`src/rtl/sseg_scan_nd_if.sv`:
```
// Conversion request/status bundle for sseg_scan_nd.
//   bin   : unsigned value to convert
//   load  : single-cycle convert request
//   sign  : show minus sign, sampled together with bin
//   busy  : conversion in progress
//   ovf   : last converted value did not fit the display
interface sseg_scan_nd_if #(parameter int BIN_W = 27);
    logic [BIN_W-1:0] bin;
    logic             load;
    logic             sign;
    logic             busy;
    logic             ovf;

    modport master (output bin, load, sign, input  busy, ovf);
    modport slave  (input  bin, load, sign, output busy, ovf);
endinterface

```
`src/rtl/sseg_scan_nd.sv`:
```
// N-digit multiplexed common-anode seven-segment driver.
// A sequential double-dabble engine converts host.bin to BCD (BIN_W cycles),
// the result is committed atomically, and the digits are scanned one per
// prescaler tick with leading-zero blanking, floating sign, overflow dashes
// and one optional decimal point.
// Ports:
//   clk, rst_n : clock, synchronous active-low reset
//   host       : bin/load/sign in, busy/ovf out (sseg_scan_nd_if.slave)
//   valid      : 0 shows dashes on every digit (live)
//   dp_en/dp_sel : decimal point enable and digit index, 0 = rightmost (live)
//   blank_lz   : blank leading zeros (live)
//   ssegs      : active-low {a,b,c,d,e,f,g,dp}, registered
//   disp_en    : active-low one-hot digit anodes, registered
module sseg_scan_nd #(
    parameter int N_DIG = 8,
    parameter int BIN_W = 27,
    parameter int DIV_W = 14
) (
    input  logic              clk,
    input  logic              rst_n,
    sseg_scan_nd_if.slave     host,
    input  logic              valid,
    input  logic              dp_en,
    input  logic [2:0]        dp_sel,
    input  logic              blank_lz,
    output logic [7:0]        ssegs,
    output logic [N_DIG-1:0]  disp_en
);
    localparam int WB = 4*N_DIG + 4;           // working BCD incl. guard digit
    localparam int IW = $clog2(N_DIG);
    localparam int CW = $clog2(BIN_W + 1);

    typedef enum logic {IDLE, SHIFT} state_t;

    state_t               state, state_nx;
    logic                 last;
    logic [BIN_W-1:0]     val_q;
    logic                 sign_cap;
    logic [WB-1:0]        work, adj, shifted;
    logic [CW-1:0]        cnt;
    logic                 lost;                // a 1 fell off the top of work
    logic [4*N_DIG-1:0]   disp;
    logic                 sign_f;
    logic                 ovf_q;
    logic [DIV_W-1:0]     presc;
    logic [IW-1:0]        idx;
    logic [7:0]           seg_nx;

    function automatic logic [7:0] seg7(input logic [3:0] d);
        logic [7:0] s;
        case (d)
            4'd0: s = 8'h03;  4'd1: s = 8'h9F;  4'd2: s = 8'h25;
            4'd3: s = 8'h0D;  4'd4: s = 8'h99;  4'd5: s = 8'h49;
            4'd6: s = 8'h41;  4'd7: s = 8'h1F;  4'd8: s = 8'h01;
            4'd9: s = 8'h09;  default: s = 8'hFF;
        endcase
        return s;
    endfunction

    // add-3 on every nibble >= 5, then shift in the next value bit (MSB first)
    always_comb begin
        adj = work;
        for (int i = 0; i < N_DIG + 1; i++)
            if (work[4*i +: 4] >= 4'd5) adj[4*i +: 4] = work[4*i +: 4] + 4'd3;
        shifted = {adj[WB-2:0], val_q[BIN_W-1]};
    end

    always_comb begin
        state_nx = state;
        last     = 1'b0;
        case (state)
            IDLE:  if (host.load) state_nx = SHIFT;
            SHIFT: if (cnt == CW'(BIN_W - 1)) begin
                       state_nx = IDLE;
                       last     = 1'b1;
                   end
            default: state_nx = IDLE;
        endcase
    end

    always_ff @(posedge clk) begin
        if (!rst_n) begin
            state    <= IDLE;
            val_q    <= '0;
            sign_cap <= 1'b0;
            work     <= '0;
            cnt      <= '0;
            lost     <= 1'b0;
            disp     <= '0;
            sign_f   <= 1'b0;
            ovf_q    <= 1'b0;
        end else begin
            state <= state_nx;
            case (state)
                IDLE: if (host.load) begin
                    val_q    <= host.bin;
                    sign_cap <= host.sign;
                    work     <= '0;
                    cnt      <= '0;
                    lost     <= 1'b0;
                end
                SHIFT: begin
                    work  <= shifted;
                    val_q <= {val_q[BIN_W-2:0], 1'b0};
                    cnt   <= cnt + CW'(1);
                    lost  <= lost | adj[WB-1];
                    // commit digits, sign and overflow together so the
                    // display never shows a half-updated value
                    if (last) begin
                        disp   <= shifted[4*N_DIG-1:0];
                        sign_f <= sign_cap;
                        ovf_q  <= (shifted[WB-1:WB-4] != 4'd0) | lost | adj[WB-1];
                    end
                end
                default: ;
            endcase
        end
    end

    assign host.busy = (state == SHIFT);
    assign host.ovf  = ovf_q;

    // digit composition for the current scan position
    always_comb begin
        int         m, k;
        logic       all_dash;
        logic [7:0] code;
        m = 0;
        for (int i = 0; i < N_DIG; i++)
            if (disp[4*i +: 4] != 4'd0) m = i;
        k = int'(idx);
        // a sign with no free digit to its left cannot be shown
        all_dash = ovf_q | (sign_f & (m == N_DIG - 1));
        if (!valid || all_dash)  code = 8'hFD;
        else if (k > m) begin
            if (blank_lz) code = (sign_f && k == m + 1)     ? 8'hFD : 8'hFF;
            else          code = (sign_f && k == N_DIG - 1) ? 8'hFD : seg7(4'd0);
        end else          code = seg7(disp[4*k +: 4]);
        seg_nx = {code[7:1], ~(valid & dp_en & (int'(dp_sel) == k))};
    end

    // scan: outputs are registered from the same index, so segments and
    // anodes always change together
    always_ff @(posedge clk) begin
        if (!rst_n) begin
            presc   <= '0;
            idx     <= '0;
            ssegs   <= 8'hFF;
            disp_en <= '1;
        end else begin
            presc <= presc + DIV_W'(1);
            if (&presc) idx <= (idx == IW'(N_DIG - 1)) ? '0 : idx + IW'(1);
            ssegs   <= seg_nx;
            disp_en <= ~(N_DIG'(1) << idx);
        end
    end
endmodule

```
`src/flat_wrapper.sv`:
```
// flat-port wrapper written by rule: the top's interface ports become plain ports
module sseg_scan_nd_flat 
#(
    parameter int N_DIG = 8,
    parameter int BIN_W = 27,
    parameter int DIV_W = 14
)
  (clk, rst_n, valid, dp_en, dp_sel, blank_lz, ssegs, disp_en, host_bin, host_load, host_sign, host_busy, host_ovf);
  sseg_scan_nd_if #(.BIN_W(BIN_W)) host_i ();
  input  logic clk;
  input  logic rst_n;
  input  logic valid;
  input  logic dp_en;
  input  logic [2:0] dp_sel;
  input  logic blank_lz;
  output logic [7:0] ssegs;
  output logic [N_DIG-1:0] disp_en;
  input wire logic [$bits(host_i.bin)-1:0] host_bin;
  input wire logic [$bits(host_i.load)-1:0] host_load;
  input wire logic [$bits(host_i.sign)-1:0] host_sign;
  output wire logic [$bits(host_i.busy)-1:0] host_busy;
  output wire logic [$bits(host_i.ovf)-1:0] host_ovf;
  assign host_i.bin = host_bin;
  assign host_i.load = host_load;
  assign host_i.sign = host_sign;
  assign host_busy = host_i.busy;
  assign host_ovf = host_i.ovf;
  sseg_scan_nd #(.N_DIG(N_DIG), .BIN_W(BIN_W), .DIV_W(DIV_W)) u_core (.clk(clk), .rst_n(rst_n), .host(host_i), .valid(valid), .dp_en(dp_en), .dp_sel(dp_sel), .blank_lz(blank_lz), .ssegs(ssegs), .disp_en(disp_en));
endmodule
```
`config.mk`:
```
export PLATFORM = sky130hd
export DESIGN_NAME = sseg_scan_nd_flat
export DESIGN_NICKNAME = d
export VERILOG_FILES = /design/src/rtl/sseg_scan_nd_if.sv /design/src/rtl/sseg_scan_nd.sv /design/src/flat_wrapper.sv
export SDC_FILE = /design/constraint.sdc
export NUM_CORES = 1
export LEC_CHECK = 0
export ABC_AREA = 0
export BUFFER_PORTS_ARGS = -buffer_cell sky130_fd_sc_hd__buf_2
export CAP_MARGIN = 0
export CORE_MARGIN = 10
export CORE_UTILIZATION = 60
export CTS_CLUSTER_DIAMETER = 60
export DETAILED_ROUTE_END_ITERATION = 10
export HOLD_SLACK_MARGIN = 0.03
export PLACE_DENSITY = 0.91
export SLEW_MARGIN = 40
export SYNTH_ARGS = -nofsm -noshare
export SYNTH_HDL_FRONTEND = slang
export SYNTH_SLANG_ARGS = --single-unit
```
`constraint.sdc`:
```
create_clock -name clk -period 3.5 [get_ports clk]
set_clock_uncertainty 0.05 [all_clocks]
set_input_delay 0.35 -clock clk [delete_from_list [all_inputs] [get_ports clk]]
set_output_delay 0.35 -clock clk [all_outputs]
set_load 0.005 [all_outputs]
```
==> run_results.csv <==
group,metric,value,unit
setup_path,crit_arrival,3.22,ns
finish,syn_to_final_growth,14.3,%
grt,grt_pass1_wl,25500,µm
routing,drt_wl_total,14800,µm
synth,synth-main-ff-cell,"dfxtp_1",
finish,post-route-util,70.4,%
synth,avgSynthCellArea,8.86,µm²
power_and_ir_drop,power_frac_clock,51.9,%
synth,syn_inst,798,
clock_network,worstSkewPairLatency,0.43,ns
grt,grt_max_degree,113,
clock_network,cts_buffers,17,
clock_network,cts_hold_buffers,1,
timing,worstMarginPinSlew,0.787,ns
synth,synth_cell_types,44,
timing,fmax,336,MHz
synth,synth_top_area_share,39.1,%
timing,fin_crit,2.98,ns
synth,yosysSeqAreaShare,39.1,%
synth,syn_area,7070,µm²
timing,fin_setup_tns,0,ns
floorplan,num_rows,39,
clock_network,clock-sinks,138,
synth,yosysMostFrequentCell,"dfxtp_1",
setup_path,crit_required,3.75,ns
finish,num_antenna_cells,0,
setup_path,crit_path_end_kind,"flop",
setup_path,setup.worst_path.start,"u_core.disp[12]",
timing,setup_ws,0.523,ns
routing,drt_iter0_drc,450,
routing,via_per_inst,5.73,
finish,drive_above_1_share,12.3,%
synth,synth_seq_cells,138,
floorplan,start_util,61.6,%
finish,nets,906,
synth,async_reset_ff_share,0,%
clock_network,cts_max_level,4,
finish,multi_input_area,4010,µm²
placement,io_buffer_count,54,
synth,synth-edff-count,0,
finish,ff_latch_area,2760,µm²
setup_path,path_max_fanout,4,
timing,finalSetupViolations,0,
timing,final_hold_viol_count,0,
setup_path,critPathKind,"reg2reg",
routing,ant_nets,0,
floorplan,core-area,11500,µm²
power_and_ir_drop,intPower,2.98,mW
floorplan,die_height,129,µm
synth,synth_commonest_cells,"dfxtp_1 (138), nand2_1 (108), a21oi_1 (43)",
timing,slew_violations,0,
timing,fin_crit_sh,85.1,%
setup_path,reg2reg_from,"u_core.disp[12]",
clock_network,clk_pin_slew,0.06,ns
timing,maxSlewHeadroom,47.5,%
power_and_ir_drop,p_switching,823,µW
power_and_ir_drop,power_density,471,nW/µm²
routing,wire_per_inst,15.0,µm
timing,rsz0062_at_grt,"false",
hold_path,holdCritStartpoint,"host_sign",
power_and_ir_drop,swShare,21.6,%
synth,yosysWarnings,0,
power_and_ir_drop,p_seq_share,43.0,%
floorplan,ios,55,
status,status,"completed",
placement,gp_congestion,0.855,
synth,syn-num-nets,873,
synth,synth_area_leaders,"dfxtp_1 (39%), ha_1 (6.7%), mux2i_1 (5.9%), nand2_1 (5.7%), o211a_1 (5.4%)",
routing,remaining_drc_errors,0,
synth,yosys.area.top_type,"dfxtp_1",
routing,drt_pass1_iterations,6,
floorplan,die_x,129,µm
grt,gr-usage-all-layers,18.5,%
clock_network,cts-resized-gates,0,
placement,place_ws,0.668,ns
placement,hpwl,9470,µm
power_and_ir_drop,p_leak,3.59,nW
power_and_ir_drop,vdd_ir_drop_max,432,µV
placement,place_inst,954,
finish,fillerInstances,832,
routing,vias,5656,
clock_network,cts_tree,"done",
setup_path,crit_path_start_kind,"flop",
clock_network,cts_root_buffer,"clkbuf_16",
hold_path,min_path_type,"in2reg",
flow_run,maxCapViolCount,0,
power_and_ir_drop,power_frac_comb,5.1,%
grt,grt_overflow_total,0,
floorplan,dieArea,16500,µm²
clock_network,cts_setup_buffers,0,
clock_network,clock_path_buffers,2,
finish,layoutNonFillerInstCount,987,
grt,grt_pass1_vias,5558,
grt,antenna_found_initial,0,
cell families (layout without fill, tap and decap cells):
kind of cell             count (synthesis)  in the layout  synth area share [%]
flip-flops                             138            138                  39.1
buffers and inverters                   76            122                  4.18
adder cells (fa/ha/maj)                 38             38                  6.73
AND/OR/NAND/NOR                        298            298                  21.1
AO/OA/AOI/OAI                          173            173                  16.9
multiplexers                            52             52                  9.14
XOR/XNOR                                23             23                  2.85
power groups by stage:
stage	combinational, mW	sequential, mW	clock [mW]
finish	0.195	1.63	1.97
global route	0.219	1.64	2.06
CTS	0.196	1.63	2.00
detailed placement	0.192	1.67	0
global placement	0.188	1.67	0
floorplan	0.140	1.66	0
final timing paths:
kind              slack [ns]         endpoint  depth (start not counted)
setup / recovery        0.52  u_core.ssegs[5]                         10
hold / removal          0.15  u_core.sign_cap                          3
setup reg to reg        0.52  u_core.ssegs[5]                         10
hold reg to reg         0.40  u_core.presc[0]                          1
cells in the final DEF, fill, tap and decap left out, types with 32 or more instances in the layout:
master    count
dfxtp_1     137
buf_2        53
ha_1         38
o21ai_0      37
nand2_1     108
nor2b_1      32
o211a_1      38
a21oi_1      43
a21boi_0     34
mux2i_1      42
through the flow:
stage | power [mW] | hold slack, ns | cell area, µm²
floorplan | 1.80 | 0.362 | 7070
global placement | 1.85 | 0.386 | 7400
detailed placement | 1.86 | 0.391 | 7400
CTS | 3.83 | 0.141 | 8070
global route | 3.92 | 0.158 | 8080
finish | 3.80 | 0.152 | 8080
registers in the layout (all words and copies together) (netlist names), 3 cells and up:
name / count
u_core.idx: 3
u_core.work: 36
u_core.val_q: 27
u_core.disp: 32
u_core.cnt: 5
u_core.ssegs: 8
u_core.presc: 14
u_core.disp_en: 8
worst max-delay path: stages, from the launching register on:
cell and delay [ns]:
dfxtp_1 0.32, nor4_1 0.45, a21bo_2 0.20, nand2_1 0.05, a21bo_2 0.25, ha_1 0.18
ha_1 0.17, a211oi_1 0.28, a21boi_0 0.45, a21boi_1 0.32, o21ai_0 0.13
cell type report:
cell class              count  share of cell area (%)
repair buffers             62                    4.35
inverters                  28                    1.32
multi-input cells         584                    49.7
clock buffers              18                    5.44
well taps                 143                    2.22
flip-flops and latches    138                    34.2
clock inverters            14                    2.74
layer usage:
metal / global-route usage [%] / routed length, µm
met1: 22.4 / 6650
met5: 0 / 0
met3: 5.91 / 977
met4: 7.01 / 311
met2: 30.2 / 6880
No activity file was read; power rests on OpenSTA's default activity.
